==> config.mk <==
export PLATFORM = sky130hd
export DESIGN_NAME = ram_sync_clr_flat
export DESIGN_NICKNAME = d
export VERILOG_FILES = /design/src/rtl/ram_sync_clr_if.sv /design/src/rtl/ram_sync_clr.sv /design/src/flat_wrapper.sv
export SDC_FILE = /design/constraint.sdc
export NUM_CORES = 1
export LEC_CHECK = 0
export BUFFER_PORTS_ARGS = -buffer_cell sky130_fd_sc_hd__buf_2
export CAP_MARGIN = 10
export CORE_ASPECT_RATIO = 0.6
export CORE_MARGIN = 4
export CORE_UTILIZATION = 60
export DETAILED_ROUTE_END_ITERATION = 8
export GPL_ROUTABILITY_DRIVEN = 0
export PLACE_DENSITY = 0.79
export SLEW_MARGIN = 20
export SYNTH_ARGS = -nofsm -noshare
export SYNTH_HDL_FRONTEND = slang
export SYNTH_SLANG_ARGS = --single-unit
==> constraint.sdc <==
create_clock -name clk -period 3.15 [get_ports clk]
set_input_delay 0.63 -clock clk [delete_from_list [all_inputs] [get_ports clk]]
set_output_delay 0.63 -clock clk [all_outputs]
set_load 0.05 [all_outputs]
==> src/rtl/ram_sync_clr_if.sv <==
// rtl/ram_sync_clr_if.sv - access and status bundle for the clearable scratch RAM
interface ram_sync_clr_if #(
  parameter int DATA_W = 4,
  parameter int ADDR_W = 4
) ();
  logic              we;
  logic              oe;
  logic              clr;
  logic [DATA_W-1:0] mem_in;
  logic [ADDR_W-1:0] mem_add;
  logic [DATA_W-1:0] mem_out;
  logic              mem_valid;
  logic              busy;

  modport master (
    output we, oe, clr, mem_in, mem_add,
    input  mem_out, mem_valid, busy
  );

  modport slave (
    input  we, oe, clr, mem_in, mem_add,
    output mem_out, mem_valid, busy
  );
endinterface

==> src/rtl/ram_sync_clr.sv <==
// rtl/ram_sync_clr.sv - single-port RAM with registered read port and word-per-cycle clear engine
module ram_sync_clr #(
  parameter int DATA_W       = 4,
  parameter int ADDR_W       = 4,
  parameter int DEPTH        = 16,
  parameter bit CLEAR_ON_RST = 1'b1
) (
  input logic          clk,
  input logic          rst,
  ram_sync_clr_if.slave bus
);

  typedef enum logic {
    IDLE  = 1'b0,
    CLEAR = 1'b1
  } state_t;

  localparam logic [ADDR_W:0]   DEPTH_W   = (ADDR_W+1)'(DEPTH);
  localparam logic [ADDR_W-1:0] LAST_PTR  = ADDR_W'(DEPTH - 1);
  localparam state_t            RST_STATE = CLEAR_ON_RST ? CLEAR : IDLE;

  state_t              state_q, state_d;
  logic [ADDR_W-1:0]   clr_ptr_q, clr_ptr_d;
  logic [DATA_W-1:0]   mem_out_q, mem_out_d;
  logic                mem_valid_q, mem_valid_d;
  logic [DATA_W-1:0]   ram_q [DEPTH];

  logic                wr_en;
  logic [ADDR_W-1:0]   wr_addr;
  logic [DATA_W-1:0]   wr_data;
  logic                in_range;
  logic [DATA_W-1:0]   rd_data;

  // Addresses past the last word are not backed by storage and read as zero.
  assign in_range = ({1'b0, bus.mem_add} < DEPTH_W);
  assign rd_data  = in_range ? ram_q[bus.mem_add] : '0;

  always_comb begin
    state_d     = state_q;
    clr_ptr_d   = clr_ptr_q;
    mem_out_d   = mem_out_q;
    mem_valid_d = 1'b0;
    wr_en       = 1'b0;
    wr_addr     = bus.mem_add;
    wr_data     = bus.mem_in;

    case (state_q)
      CLEAR: begin
        wr_en   = 1'b1;
        wr_addr = clr_ptr_q;
        wr_data = '0;
        if (clr_ptr_q == LAST_PTR) begin
          state_d   = IDLE;
          clr_ptr_d = '0;
        end else begin
          clr_ptr_d = clr_ptr_q + ADDR_W'(1);
        end
      end
      default: begin
        if (bus.clr) begin
          state_d   = CLEAR;
          clr_ptr_d = '0;
        end else begin
          wr_en = bus.we && in_range;
          if (bus.oe) begin
            mem_valid_d = 1'b1;
            // A same-cycle write is forwarded so the read sees the new data.
            mem_out_d   = (bus.we && in_range) ? bus.mem_in : rd_data;
          end
        end
      end
    endcase
  end

  always_ff @(posedge clk) begin
    if (rst) begin
      state_q     <= RST_STATE;
      clr_ptr_q   <= '0;
      mem_out_q   <= '0;
      mem_valid_q <= 1'b0;
    end else begin
      state_q     <= state_d;
      clr_ptr_q   <= clr_ptr_d;
      mem_out_q   <= mem_out_d;
      mem_valid_q <= mem_valid_d;
    end
  end

  always_ff @(posedge clk) begin
    if (!rst && wr_en) begin
      ram_q[wr_addr] <= wr_data;
    end
  end

  assign bus.mem_out   = mem_out_q;
  assign bus.mem_valid = mem_valid_q;
  assign bus.busy      = (state_q == CLEAR);

endmodule
==> src/flat_wrapper.sv <==
// flat-port wrapper written by rule: the top's interface ports become plain ports
module ram_sync_clr_flat 
#(
  parameter int DATA_W       = 4,
  parameter int ADDR_W       = 4,
  parameter int DEPTH        = 16,
  parameter bit CLEAR_ON_RST = 1'b1
)
  (clk, rst, bus_we, bus_oe, bus_clr, bus_mem_in, bus_mem_add, bus_mem_out, bus_mem_valid, bus_busy);
  ram_sync_clr_if #(.DATA_W(DATA_W), .ADDR_W(ADDR_W)) bus_i ();
  input logic clk;
  input logic rst;
  input wire logic [$bits(bus_i.we)-1:0] bus_we;
  input wire logic [$bits(bus_i.oe)-1:0] bus_oe;
  input wire logic [$bits(bus_i.clr)-1:0] bus_clr;
  input wire logic [$bits(bus_i.mem_in)-1:0] bus_mem_in;
  input wire logic [$bits(bus_i.mem_add)-1:0] bus_mem_add;
  output wire logic [$bits(bus_i.mem_out)-1:0] bus_mem_out;
  output wire logic [$bits(bus_i.mem_valid)-1:0] bus_mem_valid;
  output wire logic [$bits(bus_i.busy)-1:0] bus_busy;
  assign bus_i.we = bus_we;
  assign bus_i.oe = bus_oe;
  assign bus_i.clr = bus_clr;
  assign bus_i.mem_in = bus_mem_in;
  assign bus_i.mem_add = bus_mem_add;
  assign bus_mem_out = bus_i.mem_out;
  assign bus_mem_valid = bus_i.mem_valid;
  assign bus_busy = bus_i.busy;
  ram_sync_clr #(.DATA_W(DATA_W), .ADDR_W(ADDR_W), .DEPTH(DEPTH), .CLEAR_ON_RST(CLEAR_ON_RST)) u_core (.clk(clk), .rst(rst), .bus(bus_i));
endmodule
==> summary.txt, run 1 <==
Status
  – Outcome: finished, final reports clean

GRT
  – Initial antenna violation count: 0
  – Vias in the first global route: 1,914
  – Largest net degree at the start of global routing: 33
  – GR Util All Layers: 22.3%
  – Gr ovfl total: 0
  – Global-route wire length before repair: 10,500 µm

Synthesis
  – Synth area leaders: edfxtp_1, mux4_1, dfxtp_1
  – Syn_area_per_cell: 14.4 µm²
  – Async S/R FF share, synth: 0%
  – Post-synth top area share: 60.2%
  – Number of synthesized flops with an enable pin: 64
  – Post-Synthesis Net Count: 235
  – Synth cell types: 36
  – Synth Cell Area: 3190 µm²
  – YS warnings: 0
  – Top_reg_cell synth: edfxtp_1
  – Synth area leader: edfxtp_1
  – Syn Inst Count: 221
  – #FFs+latches synth: 74
  – Seq/Total Area, Yosys: 66.5%

Layout
  – Most frequent cells in the layout: edfxtp_1, nor2_1, buf_2
  – Share of cells above drive strength 1: 16.5%
  – Layout Nets: 257
  – Area Overhead vs Synth: 11.1%
  – Antenna diode count: 0
  – Fillers: 358
  – Most common cell after layout, fill and taps aside: edfxtp_1

Worst setup path
  – CP max stage delay: 0.50 ns
  – Critical path class: in2reg
  – Worst setup SP type: primary input
  – Critical Path End Type: register
  – Worst R2R Path Depth: 4
  – Critical R2R Launch: u_core.clr_ptr_q[2]
  – WP data arrival: 1.99 ns
  – WP depth: 4
  – Family with the most delay on the worst path: simple AND/OR/NAND/NOR gates
  – Critical-path top delay cell: buf_2
  – Worst-path cell chain: buf_2 -> nor3b_1 -> o21ai_0 -> nor2_1
  – Worst-path fanout max: 32
  – Worst setup path start: bus_mem_add[2]
  – Req. time, crit path: 3.15 ns
  – Worst path bufs/invs: 1

Detailed routing
  – Post-DR vias/cell: 6.34
  – Routed met2 length: 2840 µm
  – Remaining antenna violation count: 0
  – Highest metal used: met4
  – Vias post-DR: 1,990
  – # DRC: 0
  – 1st-iter DRT viols: 177
  – DRT Pass-1 Iters: 5
  – Metal1 wirelength: 3030 µm
  – WL met3: 629 µm
  – Routed WL: 6590 µm
  – Per-cell routed wire length: 21.0 µm

CTS
  – Setup bufs post-CTS: 0
  – Post-cts sizing count: 0
  – CTS Hold Bufs: 0
  – CTS Root Cell: clkbuf_8
  – Clock-pin transition on the worst setup and hold timing paths: 0.08 ns
  – Clock Sink Count: 74
  – CTS tree: done
  – Worst skew pair latency: 0.35 ns
  – Num CTS Buffers: 9
  – Clock Tree Buf Depth: 2
  – CTS HTree Levels: 3

Timing
  – Final Skew: 0.0122 ns
  – Finish-stage setup viols: 0
  – Hold Vio Cnt, Final: 0
  – Min Tclk post-route: 1.99 ns
  – Slew Limit Headroom: 57.8%
  – Final slew viol count: 0
  – Worst-margin pin slew: 0.632 ns
  – Final setup margin: 1.16 ns
  – Total negative slack: 0 ns
  – RSZ-0062 raised after global routing: false
  – Final Cycle Share: 63.1%
  – FMAX: 503 MHz

Worst hold path
  – Worst hold path depth: 2
  – Min-Delay Path Class: reg2reg
  – Worst Hold Launch: u_core.bus.mem_out[0]

Placement
  – Pre-CTS WS: 0.800 ns
  – IO Port Bufs: 18
  – HPWL after detailed placement: 4480 µm

Die
  – Die Y: 64.5 µm
  – DIE AREA: 6590 µm²
  – Ports: 19
  – Die width: 102 µm
  – Core footprint: 5100 µm²
  – Rows: 20
  – Initial Utilization: 62.5%

Job
  – Max-Cap Viols: 0

Power
  – Pleak: 1.23 nW
  – Cell area power density: 548 nW/µm²
  – Peak supply drop: 0.341 mV
## path summary, 6_finish.rpt
check	to	slack (ns)
worst max-delay path	u_core.ram_q[6][2]	1.16
worst min-delay path	u_core.bus.mem_out[0]	0.51
worst max register to register	u_core.ram_q[6][2]	1.37
worst min register to register	u_core.bus.mem_out[0]	0.51
## kinds of logic after synthesis
logic type               count (synthesis)  synth area share (%)
buffers and inverters                   19                  2.67
AND/OR/NAND/NOR                         65                  10.6
multiplexers                            20                  10.5
adder cells (fa/ha/maj)                  1                 0.392
flip-flops                              74                  66.5
AO/OA/AOI/OAI                           42                  9.33
## synth_stat cells (3+ instances only)
cell,n
nor3_1,6
mux2i_1,8
nor3b_1,7
o21ai_0,4
nand2_1,9
o31ai_1,3
a22oi_1,4
inv_1,7
buf_2,5
nor2b_1,4
o221ai_1,4
mux2_2,4
mux4_1,8
nand3_1,7
edfxtp_1,64
nand2b_1,3
dfxtp_1,10
nor2_1,23
o22a_1,3
clkbuf_1,5
a32oi_1,4
a21oi_1,11
a211oi_1,5
## stage by stage
| step | util (%) | power [W] | hold WS, ns | cells | cell area, µm² |
|---|---|---|---|---|---|
| 2_1_floorplan | - | 0.00116 | 0.481 | 221 | 3190 |
| 3_3_place_gp | 65.5 | 0.00119 | 0.495 | 298 | 3340 |
| 3_5_place_dp | 65.5 | 0.00120 | 0.485 | 298 | 3340 |
| 4_1_cts | 69.4 | 0.00195 | 0.506 | 314 | 3540 |
| 5_1_grt | 69.4 | 0.00202 | 0.547 | 314 | 3540 |
| 6_report | 69.4 | 0.00194 | 0.506 | 314 | 3540 |
## worst min-delay path, cell delays in order, from the launching register on
cell and delay (ns):
dfxtp_1 0.32, a22oi_1 0.08, nand3_1 0.08
## where the power goes
part / leakage, nW / switching [W] / internal, W / total [W]
Sequential: 0.677 / 0.00000844 / 0.00106 / 0.00107
Clock: 0.0993 / 0.000322 / 0.000445 / 0.000767
Combinational: 0.458 / 0.0000626 / 0.0000418 / 0.000104
## per-layer routing
| layer | GRT usage (%) | up-vias |
|---|---|---|
| met3 | 6.88 | 10 |
| met5 | 0 | - |
| met1 | 33.0 | 968 |
| met2 | 30.9 | 100 |
| li1 | - | 912 |
| met4 | 8.51 | 0 |
## state kept, by name, indices dropped and copies added, names as in the netlist
signal and flops:
u_core.bus.mem_out 4, u_core.ram_q 64, u_core.clr_ptr_q 4, u_core.bus.busy 1, u_core.bus.mem_valid 1
## layout make-up
cell class                      instances  area [µm²]  share of cell area, %
Sequential cell                        74        2120                   59.9
Timing Repair Buffer                   23         128                   3.60
Multi-Input combinational cell        128         983                   27.7
Clock inverter                          3        63.8                   1.80
Tap cell                               66        82.6                   2.33
Clock buffer                           13         139                   3.92
Inverter                                7        26.3                  0.741
(Power assumes the default switching activity.)
==> inputs of run 2 (changes only) <==
CORE_UTILIZATION = 54   (was 60)
PLACE_DENSITY = 0.75   (was 0.79)
clock period = 1.8 ns   (was 3.15 ns; I/O delays follow)
==> run 2 against run 1 <==
Sequential share of layout area fell by 2.7 points. Clock skew decreased by 0.0058 ns. Critical path depth grew 1. Combinational power rose by 100%. Wire length increased by 4.9%. Hold slack got worse by 0.18 ns. Non-clock buffer count increased by 23. Utilization down 3.7 points. First-iteration DRC count decreased by 5.6%. Die area is 10% higher.
==> summary.txt, run 2 (synthesis gave the netlist of run 1 again) <==
Status
  – Outcome: finished, final reports clean

Layout
  – Register area: 2120 µm² (about the same)
  – Utilization after layout: 65.8% (-3.7 points)
  – Multi-input gate area: 988 µm² (+0.51%)
  – Most common cell after layout, fill and taps aside: edfxtp_1
  – Largest register FFs: 64 (unchanged)
  – Most frequent cells in the layout: edfxtp_1, buf_4, nor2_1
  – Layout Nets: 280 (+8.9%)
  – Area Overhead vs Synth: 16.5%
  – Reg with most FFs: u_core.ram_q
  – Fillers: 399 (+11%)
  – Antenna diode count: 0 (unchanged)
  – Non-filler cells, final: 351 (+12%)
  – Share of cells above drive strength 1: 26.2% (+9.7 points)

Worst hold path
  – Worst hold path depth: 3 (+1)
  – Min-Delay Path Class: in2reg

Placement
  – Pre-CTS WS: -0.0198 ns (-0.820 ns)
  – HPWL after detailed placement: 4830 µm (+7.7%)
  – Cell count after placement: 335 (+12%)
  – IO Port Bufs: 18 (unchanged)

Die
  – Ports: 19 (unchanged)
  – Die Y: 67.5 µm (+4.7%)
  – Initial Utilization: 56.5% (-6.0 points)
  – DIE AREA: 7240 µm² (+10%)
  – Die width: 107 µm (+5.0%)
  – Rows: 21 (+5.0%)
  – Core footprint: 5650 µm² (+11%)

GRT
  – GR Util All Layers: 21.5% (-0.79 points)
  – Vias in the first global route: 1,948 (+1.8%)
  – Gr ovfl total: 0 (unchanged)
  – Initial antenna violation count: 0 (unchanged)
  – Largest net degree at the start of global routing: 23 (-30%)
  – Global-route wire length before repair: 11,100 µm (+5.6%)

Detailed routing
  – Routed WL: 6910 µm (+4.9%)
  – # DRC: 0 (unchanged)
  – 1st-iter DRT viols: 167 (-5.6%)
  – Vias post-DR: 2,009 (+0.95%)
  – Per-cell routed wire length: 19.7 µm (-6.2%)
  – Remaining antenna violation count: 0 (unchanged)
  – Post-DR vias/cell: 5.72 (-9.7%)
  – DRT Pass-1 Iters: 5 (unchanged)

Worst setup path
  – WP data arrival: 1.68 ns (-0.31 ns)
  – Worst-path fanout max: 7 (-78%)
  – Worst setup SP type: register
  – Critical Path End Type: register
  – Req. time, crit path: 1.81 ns (-1.34 ns)
  – Critical path class: reg2reg
  – Worst R2R Path Depth: 5 (+1)

Timing
  – Final Cycle Share: 92.9%
  – RSZ-0062 raised after global routing: false
  – Total negative slack: 0 ns (unchanged)
  – Hold Vio Cnt, Final: 0 (unchanged)
  – Worst-margin pin slew: 1.02 ns (+0.389 ns)
  – Final Skew: 0.00636 ns (-0.00584 ns)
  – Slew Limit Headroom: 31.8% (-26 points)
  – Min Tclk post-route: 1.67 ns
  – FMAX: 598 MHz
  – Final slew viol count: 0 (unchanged)
  – Finish-stage setup viols: 0 (unchanged)
  – Final setup margin: 0.128 ns (-1.03 ns)

CTS
  – Post-cts sizing count: 0 (unchanged)
  – CTS tree: done
  – CTS Root Cell: clkbuf_8
  – CTS HTree Levels: 3 (unchanged)
  – Num CTS Buffers: 9 (unchanged)
  – Worst skew pair latency: 0.34 ns (about the same)
  – Setup bufs post-CTS: 0 (unchanged)
  – Clock Sink Count: 74 (unchanged)
  – Clock Tree Buf Depth: 2 (unchanged)
  – Clock-pin transition on the worst setup and hold timing paths: 0.08 ns (about the same)
  – CTS Hold Bufs: 0 (unchanged)

Power
  – Pleak: 1.34 nW (+8.2%)
  – Cell area power density: 873 nW/µm² (+59%)
  – Peak supply drop: 0.618 mV (+81%)
  – Tot Pwr: 0.00324 W (+67%)

Job
  – Max-Cap Viols: 0 (unchanged)
==> run 2: cell types whose count changed in the layout (fill, tap and decap cells not counted), moves of 2 or more <==
cell,delta
bufinv_16,-2
inv_6,+2
clkinv_4,+2
buf_4,+23
clkbuf_1,-3
clkinvlp_4,+2
==> run 2: per-stage QoR <==
stage | hold slack, ns | instance area [µm²]
2_1_floorplan | 0.429 | 3190
3_5_place_dp | 0.508 | 3530
5_1_grt | 0.326 | 3720
3_3_place_gp | 0.499 | 3530
4_1_cts | 0.314 | 3710
6_report | 0.329 | 3720
==> run 2: area by class of cell <==
cell class | count | area share [%]
sequential | 74 | 57.1
multi-input combinational | 128 | 26.6
timing repair buffer | 46 | 8.08
clock buffer | 10 | 3.43
tap | 80 | 2.69
clock inverter | 6 | 1.35
inverter | 7 | 0.707
==> run 2: worst max-delay path, cell delays in order (launching register included) <==
cell     delay, ns
dfxtp_2       0.41
inv_1         0.10
a21oi_1       0.22
buf_4         0.15
nand2_1       0.10
nor2_1        0.35
==> run 2: per-layer routing <==
layer / vias to the layer above / wire [µm] / GRT usage, %
li1: 956 / - / -
met1: 965 / 3560 / 33.4
met2: 84 / 2750 / 29.2
met3: 4 / 572 / 6.59
met4: 0 / 27 / 5.26
met5: - / 0 / 0
==> run 2: where the power goes <==
group	total (W)	internal, W	switching (W)
logic	0.000213	0.0000959	0.000117
registers	0.00187	0.00186	0.0000108
clock network	0.00116	0.000515	0.000647
==> run 2: worst paths after layout <==
kind,from,end,slack [ns]
max,u_core.bus.busy,u_core.ram_q[13][3],0.13
min,rst,u_core.clr_ptr_q[0],0.33
max reg2reg,u_core.bus.busy,u_core.ram_q[13][3],0.13
min reg2reg,u_core.bus.mem_out[1],u_core.bus.mem_out[1],0.54
==> inputs of run 3 (changes only) <==
CORE_UTILIZATION = 60   (was 54)
PLACE_DENSITY = 0.79   (was 0.75)
clock period = 1.75 ns   (was 1.8 ns; I/O delays follow)
==> run 3 against run 2 <==
Clock power about the same. Utilization increased by 8.4 points. Cell count decreased by 3.1%. Sequential share of layout area decreased by 0.97 points. Fmax decreased by 2.8%. Die area decreased by 9.1%. Via count increased by 7.2%. Critical endpoint is now u_core.ram_q[8][3]. Power increased by 2.2%. Wire length increased by 6.3%. Register-to-register slack got worse by 0.099 ns.
==> summary.txt, run 3 (synthesis gave the netlist of run 1 again) <==
Worst setup path
  – Critical path class: reg2reg
  – Worst-path cell chain: buf_4 -> buf_4 -> nor2b_1 -> buf_4
  – Req. time, crit path: 1.93 ns (+0.12 ns)
  – Worst R2R Path Depth: 4 (-1)
  – Critical Path End Type: register
  – Critical R2R Launch: u_core.bus.busy
  – Reg2Reg Capture Point: u_core.ram_q[8][3]
  – Worst setup SP type: register
  – Worst path most repeated cell: buf_4
  – WP data arrival: 1.91 ns (+0.23 ns)
  – Setup slack, reg-to-reg: 0.03 ns (-0.10 ns)
  – Worst-path fanout max: 12 (+5)
  – CP max stage delay: 0.50 ns (+0.09 ns)
  – Critical-path top delay cell: nor2b_1

Power
  – Seq pwr share: 58.1% (+0.5 points)
  – Pint: 0.00253 W (+2.5%)
  – Peak supply drop: 0.651 mV (+5.3%)
  – Sw Share: 23.7% (-0.20 points)
  – Cell area power density: 877 nW/µm² (+0.38%)
  – Clock power share: 34.5% (-1.3 points)
  – NetSw: 0.000786 W (+1.4%)
  – Pleak: 1.36 nW (+1.9%)
  – Combinational share of power: 7.4% (+0.8 points)

Worst hold path
  – Worst hold path depth: 3 (unchanged)
  – Sink of the worst hold path: u_core.clr_ptr_q[0]
  – Worst Hold Launch: rst
  – Min-Delay Path Class: in2reg

Layout
  – Cell area after layout: 3780 µm² (+1.9%)
  – Antenna diode count: 0 (unchanged)
  – Most frequent cells in the layout: edfxtp_1, buf_4, buf_2
  – Most common cell after layout, fill and taps aside: edfxtp_1
  – Reg with most FFs: u_core.ram_q
  – Utilization after layout: 74.1% (+8.4 points)
  – Largest register FFs: 64 (unchanged)
  – Share of cells above drive strength 1: 31.8% (+5.6 points)
  – Layout Nets: 284 (+1.4%)
  – Area Overhead vs Synth: 18.6%

GRT
  – Vias in the first global route: 2,031 (+4.3%)
  – Met2 Use GR: 31.6% (+2.4 points)
  – Gr ovfl total: 0 (unchanged)
  – Grt met1 use: 39.0% (+5.6 points)
  – Global-route wire length before repair: 11,300 µm (+2.3%)
  – Most used routing layer: met1
  – Initial antenna violation count: 0 (unchanged)
  – GR Util met3: 8.28% (+1.7 points)
  – GR Util All Layers: 24.4% (+2.9 points)
  – Largest net degree at the start of global routing: 23 (unchanged)

Timing
  – Final Cycle Share: 98.3% (+5.4 points)
  – Total negative slack: 0 ns (unchanged)
  – Worst-margin pin slew: 0.921 ns (-0.100 ns)
  – Slew Limit Headroom: 38.5% (+6.7 points)
  – Finish-stage setup viols: 0 (unchanged)
  – Final slew viol count: 0 (unchanged)
  – Hold Vio Cnt, Final: 0 (unchanged)
  – Min Tclk post-route: 1.72 ns (+0.0486 ns)
  – FMAX: 581 MHz (-2.8%)
  – RSZ-0062 raised after global routing: false
  – Final Skew: 0.0129 ns (+0.00659 ns)

CTS
  – Num CTS Buffers: 9 (unchanged)
  – Worst skew pair latency: 0.35 ns (about the same)
  – CTS tree: done
  – Clock Tree Buf Depth: 2 (unchanged)
  – CTS Root Cell: clkbuf_8
  – CTS HTree Levels: 3 (unchanged)
  – CTS Hold Bufs: 0 (unchanged)
  – Clock Sink Count: 74 (unchanged)
  – Clock-pin transition on the worst setup and hold timing paths: 0.07 ns (about the same)

Status
  – Outcome: finished, final reports clean

Detailed routing
  – # DRC: 0 (unchanged)
  – Per-cell routed wire length: 21.6 µm (+9.8%)
  – Remaining antenna violation count: 0 (unchanged)
  – Routed WL: 7340 µm (+6.3%)
  – DRT Pass-1 Iters: 5 (unchanged)
  – Post-DR vias/cell: 6.34 (+11%)
  – Vias post-DR: 2,154 (+7.2%)
  – 1st-iter DRT viols: 231 (+38%)

Die
  – Die width: 102 µm (-4.8%)
  – Core footprint: 5100 µm² (-9.6%)
  – Die Y: 64.5 µm (-4.5%)
  – Rows: 20 (-4.8%)
  – Ports: 19 (unchanged)
  – DIE AREA: 6590 µm² (-9.1%)
  – Initial Utilization: 62.5% (+6.0 points)

Placement
  – HPWL after detailed placement: 5000 µm (+3.6%)
  – Area of placed instances: 3550 µm² (+0.57%)
  – IO Port Bufs: 18 (unchanged)

Job
  – Max-Cap Viols: 0 (unchanged)
[run 3: repair_timing]
item,4_1_cts,5_1_grt
setup endpoints to repair,8,65
gates resized for setup,2,15
setup buffers,0,1
pin swaps,0,2
[run 3: critical path: cells and delay by family (launching register included)]
kind          cells  cell delay [ns]
simple gates      1             0.50
flops             1             0.38
buf+inv           3             0.67
[run 3: per-stage QoR]
stage          setup slack, ns  hold slack (ns)  cells  total power (W)
2_1_floorplan           0.0204            0.419    221          0.00209
3_3_place_gp            -0.100            0.488    324          0.00219
6_report                0.0291            0.332    340          0.00332
4_1_cts                0.00895            0.300    339          0.00332
5_1_grt               0.000936            0.332    340          0.00344
3_5_place_dp            -0.160            0.517    324          0.00219
[run 3: metal layers]
layer  wire (µm)  vias to the layer above
met3         780                       11
met4          89                        0
met1        3400                     1050
met2        3070                      125
met5           0                        -
li1            -                      968
[run 3: worst max-delay path by stage]
stage                          from                  end  slack (ns)  depth (start not counted)
floorplan           u_core.bus.busy   u_core.ram_q[5][0]        0.02                          5
global placement      bus_mem_in[1]   u_core.ram_q[2][1]       -0.10                          2
detailed placement   bus_mem_add[0]  u_core.ram_q[15][2]       -0.16                          5
CTS                 u_core.bus.busy   u_core.ram_q[3][1]       0.009                          4
global route        u_core.bus.busy   u_core.ram_q[8][3]      0.0009                          4
finish              u_core.bus.busy   u_core.ram_q[8][3]        0.03                          4
[run 3: area by class of cell]
class	count	area, µm²
tap	66	82.6
multi-input combinational	128	1040
sequential	74	2130
clock inverter	6	42.5
fill	347	1320
timing repair buffer	50	343
clock buffer	9	124
inverter	7	26.3
[run 3: power groups by stage]
| stage | clock, W | combinational (W) | sequential, W |
|---|---|---|---|
| 6_report | 0.00115 | 0.000245 | 0.00193 |
| 5_1_grt | 0.00125 | 0.000264 | 0.00193 |
| 2_1_floorplan | 0 | 0.000131 | 0.00196 |
| 3_5_place_dp | 0 | 0.000227 | 0.00197 |
| 4_1_cts | 0.00117 | 0.000231 | 0.00193 |
| 3_3_place_gp | 0 | 0.000224 | 0.00196 |
